`src/rtl/net_resolver_reg.sv`:
```
// Clocked multi-driver net resolver: wire/wor/wand/supply0/supply1 per run-time mode,
// with registered result, saturating contention counter and sticky illegal-mode flag.
module net_resolver_reg #(
  parameter int unsigned WIDTH = 4,
  parameter int unsigned N_DRV = 4,
  parameter int unsigned CNT_W = 8
) (
  input  logic                   clk,
  input  logic                   rst_n,
  input  logic                   in_valid,
  input  logic [2:0]             mode,
  input  logic [N_DRV-1:0]       drv_en,
  input  logic [N_DRV*WIDTH-1:0] drv_data,
  input  logic                   clr_cnt,
  output logic                   out_valid,
  output logic [WIDTH-1:0]       res_data,
  output logic [WIDTH-1:0]       res_z,
  output logic [WIDTH-1:0]       conflict,
  output logic [CNT_W-1:0]       conflict_cnt,
  output logic                   mode_err
);

  localparam logic [2:0] MODE_WIRE = 3'd0;
  localparam logic [2:0] MODE_WOR  = 3'd1;
  localparam logic [2:0] MODE_WAND = 3'd2;
  localparam logic [2:0] MODE_SUP0 = 3'd3;
  localparam logic [2:0] MODE_SUP1 = 3'd4;
  localparam logic [CNT_W-1:0] CNT_MAX = '1;

  logic [WIDTH-1:0] ones_c;
  logic [WIDTH-1:0] zeros_c;
  logic [WIDTH-1:0] data_c;
  logic [WIDTH-1:0] z_c;
  logic [WIDTH-1:0] conf_c;
  logic             reserved_c;

  // Per bit: does any enabled driver push a 1, and does any push a 0.
  always_comb begin
    ones_c  = '0;
    zeros_c = '0;
    for (int i = 0; i < int'(N_DRV); i++) begin
      if (drv_en[i]) begin
        ones_c  = ones_c  |  drv_data[i*WIDTH +: WIDTH];
        zeros_c = zeros_c | ~drv_data[i*WIDTH +: WIDTH];
      end
    end
  end

  // Mode-dependent resolution; reserved modes fall back to wire/tri.
  always_comb begin
    data_c     = '0;
    z_c        = ~(ones_c | zeros_c);
    conf_c     = '0;
    reserved_c = (mode > MODE_SUP1);
    case (mode)
      MODE_WOR: begin
        data_c = ones_c;
      end
      MODE_WAND: begin
        data_c = ones_c & ~zeros_c;
      end
      MODE_SUP0: begin
        data_c = '0;
        z_c    = '0;
      end
      MODE_SUP1: begin
        data_c = '1;
        z_c    = '0;
      end
      default: begin
        conf_c = ones_c & zeros_c;
        data_c = ones_c & ~zeros_c;
      end
    endcase
  end

  // Result registers and valid strobe.
  always_ff @(posedge clk or negedge rst_n) begin
    if (!rst_n) begin
      out_valid <= 1'b0;
      res_data  <= '0;
      res_z     <= '0;
      conflict  <= '0;
    end else begin
      out_valid <= in_valid;
      if (in_valid) begin
        res_data <= data_c;
        res_z    <= z_c;
        conflict <= conf_c;
      end
    end
  end

  // Contention counter and sticky mode error; clear wins over update.
  always_ff @(posedge clk or negedge rst_n) begin
    if (!rst_n) begin
      conflict_cnt <= '0;
      mode_err     <= 1'b0;
    end else if (clr_cnt) begin
      conflict_cnt <= '0;
      mode_err     <= 1'b0;
    end else if (in_valid) begin
      if ((|conf_c) && (conflict_cnt != CNT_MAX))
        conflict_cnt <= conflict_cnt + CNT_W'(1);
      if (reserved_c)
        mode_err <= 1'b1;
    end
  end

endmodule
```
`config.mk`:
```
export PLATFORM = sky130hd
export DESIGN_NAME = net_resolver_reg
export DESIGN_NICKNAME = d
export VERILOG_FILES = /design/src/rtl/net_resolver_reg.sv
export SDC_FILE = /design/constraint.sdc
export NUM_CORES = 1
export LEC_CHECK = 0
export CAP_MARGIN = 20
export CORE_UTILIZATION = 35
export DETAILED_ROUTE_END_ITERATION = 7
export GPL_TIMING_DRIVEN = 1
export PLACE_DENSITY = 0.71
export SLEW_MARGIN = 20
export SYNTH_ARGS = -nofsm -noshare
export SYNTH_HDL_FRONTEND = slang
export SYNTH_SLANG_ARGS = --single-unit
```
`constraint.sdc`:
```
create_clock -name clk -period 2.52 [get_ports clk]
set_input_delay 0.252 -clock clk [delete_from_list [all_inputs] [get_ports clk]]
set_output_delay 0.252 -clock clk [all_outputs]
set_load 0.02 [all_outputs]
```
==> run metrics <==
clock power share 27.5%; FMAX 467 MHz; top-count cell post-synth dfrtp_1; Area Growth Syn to Fin 44.1%; crit path cell chain ha_1, and2_1, a41oi_1, nand4_1, a21oi_1, mux2_1; Net Sw Power 288 uW; RSZ-0062 raised after global routing no; number of synthesized flops with an enable pin 0; Hold Crit Class in2async; MaxCap Viol Count 0; Slew Limit Fails 0; crit-path leading delay family compound AO/OA/AOI/OAI gates; maximum VDD drop around 0.21 mV; row count 22; TritonCTS buffer count 3; DR DRC count 0; Post-synth ARST share 100%; first-pass GRT wire length about 6500 um; final worst path period share between 80% and 90%; YS warnings 0; commonest cells in the netlist dfrtp_1, nand2b_1, inv_1; die width approximately 66 um; Least-Margin Pin Slew between 500 and 600 ps; worst skew pair latency around 270 ps; Post-Route Skew approximately 9 ps; Tot Pwr 948 uW; Cell variety after synth 32; Critical Path AT between 2000 and 2500 ps; root buf cell clkbuf_8; area taken by multi-input logic gates slightly above 800 um2; CTS tree yes; Worst Setup Start Kind flop; Initial Util a little under two fifths; Seq/Total Area, Yosys 38.8%; IO Pins roughly 50; worst rel slew slack 62.8%; CP Depth 6; PD cells 463 nW/um2; layout cells sized above 1 roughly 8.4%; Max clock buf depth 2; vias per cell 5.33; post-route ant nets 0; DRT iter0 DRCs 72; Post-Place Setup Slack approximately 210 ps; crit end category flop; die area 4320 um2; slowest stage cell, crit path a41oi_1; routed wire length ~3700 um; initial antenna violation count 0; H-Tree Depth 1; reg2reg path depth 6; placed inst area 1990 um2; sw frac between 30% and 40%; GRT Util Overall between 10% and 20%; worst hold slack between 300 and 400 ps; largest net degree at the start of global routing 23; Syn Inst Count 148; cts hold-fix bufs 0; Post-CTS Resized 0; Final #Nets approximately 230; top post-synthesis cells by area dfrtp_1, nand2b_1, mux2_1; vias post-DR 1338; Setup TNS Final 0 ps; Setup violations, final 0; final worst slack 377 ps; core area about 3800 um2; Worst-path clk slew 90 ps; final hold viol count 0; Reg2Reg Setup Slack 380 ps; Synth area leader dfrtp_1; Fillers approximately 330; wire per inst 14.6 um; status finished clean; type of the worst setup path reg2reg; syn_nets around 180; setup bufs post-CTS 0; Req. time, crit path between 2000 and 3000 ps; dpl hpwl 2910 um; Lkg Pwr 0.000836 uW; GPL Wtd Cong ~0.97; Sequential Area ~550 um2; sequential power share between 40% and 50%; crit-path max cell delay about 500 ps; Sink Count 22; internal power ~660 uW; die height 65.7 um; post-route cell area 2050 um2; n_diodes 0; DRT Pass-1 Iters 4; syn avg cell area 9.60 um2; Crit Path Max Fanout 7; fin crit period about 2100 ps; vias in the first global route between 1000 and 1500; combinational power share between 30 and 40%; area of the mapped netlist roughly 1400 um2; Yosys top cell area share between 30 and 40%; grt total ovfl 0; Top FF cell, synth dfrtp_1; IO Port Bufs 48; Seq cells post-synth 22; CP Buf/Inv Count 0
-- layout by cell type, fill, tap and decap left out, types with 5 or more instances in the layout --
cell type        Yosys  routed
clkdlybuf4s50_1      0      48
dfrtp_1             22      22
nand2b_1            14      14
inv_1               12      12
nor2_1               9       9
a22oi_1              8       8
o21ai_0              8       8
nor2b_1              7       7
a21oi_1              7       7
mux2_1               7       7
nand4_1              6       6
nand2_1              5       5
and2_1               5       5
buf_4                0       5
-- cells by family (layout without fill, tap and decap cells) --
kind of cell	after synthesis	in the layout	share of synthesized area, %
and+or+nand+nor	58	58	22.7
adders and majority gates	1	1	0.881
AOI/OAI and AO/OA	45	45	27.7
muxes	8	8	6.26
buffers and inverters	14	69	3.70
DFF	22	22	38.8
-- per-layer routing --
metal	track usage [%]	vias up	routed length, um
li1	-	660	-
met1	24.9	638	1630
met2	31.8	34	1840
met3	2.60	6	148
met4	9.51	0	61
met5	0	-	0
-- final cells by class --
| type | instances | area share [%] |
|---|---|---|
| sequential | 22 | 26.9 |
| clock buffer | 4 | 2.69 |
| timing repair buffer | 53 | 25.3 |
| multi-input combinational | 112 | 39.9 |
| inverter | 12 | 2.20 |
| tap | 48 | 2.94 |
-- final timing paths --
| check | from | end |
|---|---|---|
| max in group asynchronous | rst_n | conflict_cnt[7] |
| setup / recovery | conflict_cnt[0] | conflict_cnt[7] |
| hold reg to reg | mode_err | mode_err |
| min in group clk | mode_err | mode_err |
| setup reg to reg | conflict_cnt[0] | conflict_cnt[7] |
| hold / removal | rst_n | conflict[3] |
-- registers in the layout, indices dropped and copies added (netlist names) --
register      cells
conflict          4
mode_err          1
conflict_cnt      8
res_z             4
out_valid         1
res_data          4
-- per-stage QoR --
stage                     cells  util (%)
final                       251      54.2
after floorplan             148         -
after detailed placement    247      52.8
after global routing        251      54.2
after CTS                   251      54.2
after global placement      247      52.8
-- power by group through the flow --
stage                     clock, uW  sequential (uW)  combinational (uW)
after global routing            285              399                 317
after global placement            0              400                 285
after detailed placement          0              402                 291
after CTS                       272              395                 293
final                           261              395                 292
after floorplan                   0              432                 115
No activity file was read; power rests on OpenSTA's default activity.
==> patch, RTL diff (same settings) <==
Make the reset (`rst_n`) synchronous in 2 clocked blocks.
--- a/src/rtl/net_resolver_reg.sv
+++ b/src/rtl/net_resolver_reg.sv
@@ -75,7 +75,7 @@
   end
 
   // Result registers and valid strobe.
-  always_ff @(posedge clk or negedge rst_n) begin
+  always_ff @(posedge clk) begin
     if (!rst_n) begin
       out_valid <= 1'b0;
       res_data  <= '0;
@@ -92,7 +92,7 @@
   end
 
   // Contention counter and sticky mode error; clear wins over update.
-  always_ff @(posedge clk or negedge rst_n) begin
+  always_ff @(posedge clk) begin
     if (!rst_n) begin
       conflict_cnt <= '0;
       mode_err     <= 1'b0;
Function: differs if rst_n is asserted again (counterexample within 4 cycles, from zero or initial values and one cycle with rst_n low); with rst_n held inactive, the same outputs for 10 cycles.
==> patch against the original RTL <==
- sequential cell count did not move
- power is 16% lower
- non-clock buffer count fell by 2
- area after synthesis decreased by 7.6%
- first-iteration DRC count rose by 32%
- sequential share of layout area decreased by 3.6 points
- worst setup slack better by 0.050 ns
- clock skew decreased by 0.0083 ns
- final area shrank 7.8%
- worst hold slack gained 0.13 ns
- wire length shrank 7.4%
==> patch: results (changes against the original RTL) <==
stage;metric;value;unit;change
finish;fillCellCount;335;;was 332
yosys;synth.area.mux_share;3.05;%;was 6.26%
cts;clk_pin_slew;0.07;ns;was 0.09 ns
drt;routed_wl;3400;um;was 3680 um
worst_setup_path;crit_path_start;drv_en[2];;was conflict_cnt[0]
yosys;synth_common_cells;dfxtp_1 (22), nand2b_1 (11), a21oi_1 (10), nand2_1 (8), nor2_1 (8);;was dfrtp_1 (22), nand2b_1 (14), inv_1 (12), nor2_1 (9)
placement;dpl.hpwl;2730;um;was 2910 um
finish;drive_gt1_share;7.61;%;was 8.37%
yosys;yosysSeqAreaShare;33.6;%;was 38.8%
sta;worstMarginPinSlew;0.558;ns;was 0.550 ns
yosys;ys_top_cells_by_area;dfxtp_1 (34%), nand2b_1 (5.2%), a21oi_1 (3.8%);;was dfrtp_1 (39%), nand2b_1 (6.2%), mux2_1 (5.6%)
yosys;synth_compound_area_share;31.4;%;was 27.7%
yosys;yosysWarnings;0;;unchanged
yosys;ys_types;43;;was 32
worst_setup_path;cp.arrival;2.25;ns;was 2.29 ns
finish;largest_reg_flops;8;;unchanged
global_routing;grt_max_degree;17;;was 23
global_routing;grt_pass1_wl;6240;um;was 6450 um
worst_setup_path;rr_worst_depth;7;;was 6
yosys;synthFlopType;dfxtp_1;;was dfrtp_1
worst_setup_path;r2r_slack;0.63;ns;was 0.38 ns
global_routing;grt_pass1_vias;1282;;was 1,380
power;ir_drop;0.270;mV;was 0.212 mV
placement;post_dp_cell_area;1850;um2;was 1990 um2
worst_setup_path;worstPathMaxFanout;8;;was 7
finish;nets;227;;was 232
yosys;synth_fa_ha_area_share;0.953;%;was 0.881%
drt;first_iter_violations;95;;was 72
worst_setup_path;r2r_start;conflict_cnt[0];;unchanged
power;p_leak;0.737;nW;was 0.836 nW
drt;vias_per_cell;5.31;;was 5.33
run_status;outcome;complete, no violations;;unchanged
global_routing;grt_usage;19.5;%;was 19.4%
placement;gp_congestion;0.793;;was 0.968
worst_setup_path;critPathMaxStageDelay;0.60;ns;was 0.49 ns
yosys;synthArstFlopShare;0;%;was 100%
-- patch: kinds of logic (layout without fill, tap and decap cells) --
logic type / Yosys count / count (layout)
fa+ha+maj: 1 / 1
mux: 4 / 4
flops: 22 / 22
compound gates: 51 / 51
simple gates: 57 / 57
buf+inv: 10 / 59
xor+xnor: 3 / 3
-- patch: per-layer routing --
metal	part of all wire (%)	wire (um)	vias up	global-route usage, %
li1	-	-	651	-
met1	44	1510	609	24.6
met2	51	1750	26	34.5
met3	3.5	119	4	3.80
met4	0.71	24	0	3.41
met5	0	0	-	0
-- patch: how the worst min path moves through the flow --
stage,depth (start not counted),slack [ns],to
6_report,2,0.45,mode_err
5_1_grt,2,0.48,mode_err
4_1_cts,2,0.46,mode_err
3_5_place_dp,1,0.45,res_z[0]
3_3_place_gp,1,0.44,res_z[2]
2_1_floorplan,1,0.39,out_valid
-- patch: layout make-up --
type | count | area share, %
Multi-Input combinational cell | 116 | 43.8
Timing Repair Buffer | 51 | 26.7
Sequential cell | 22 | 23.3
Tap cell | 46 | 3.05
Clock buffer | 3 | 2.19
Inverter | 5 | 0.995
-- patch: critical path, delay by kind of cell --
kind	cells	cell delay, ns
compound gates	4	0.79
simple gates	2	0.61
buf+inv	1	0.60
-- patch: per-stage QoR --
step	hold WS (ns)	std cells	power (mW)	worst slack, ns	util, %
after floorplan	0.394	148	0.493	0.699	-
after global placement	0.436	240	0.584	0.209	53.2
after detailed placement	0.445	240	0.589	0.146	53.2
after CTS	0.460	243	0.803	0.420	54.4
after global routing	0.480	243	0.840	0.265	54.4
final	0.453	243	0.793	0.427	54.4
-- patch: power by group --
part           internal (mW)  switching, mW
clock                  0.107          0.106
sequential             0.360        0.00694
combinational          0.111          0.103
total                  0.578          0.215
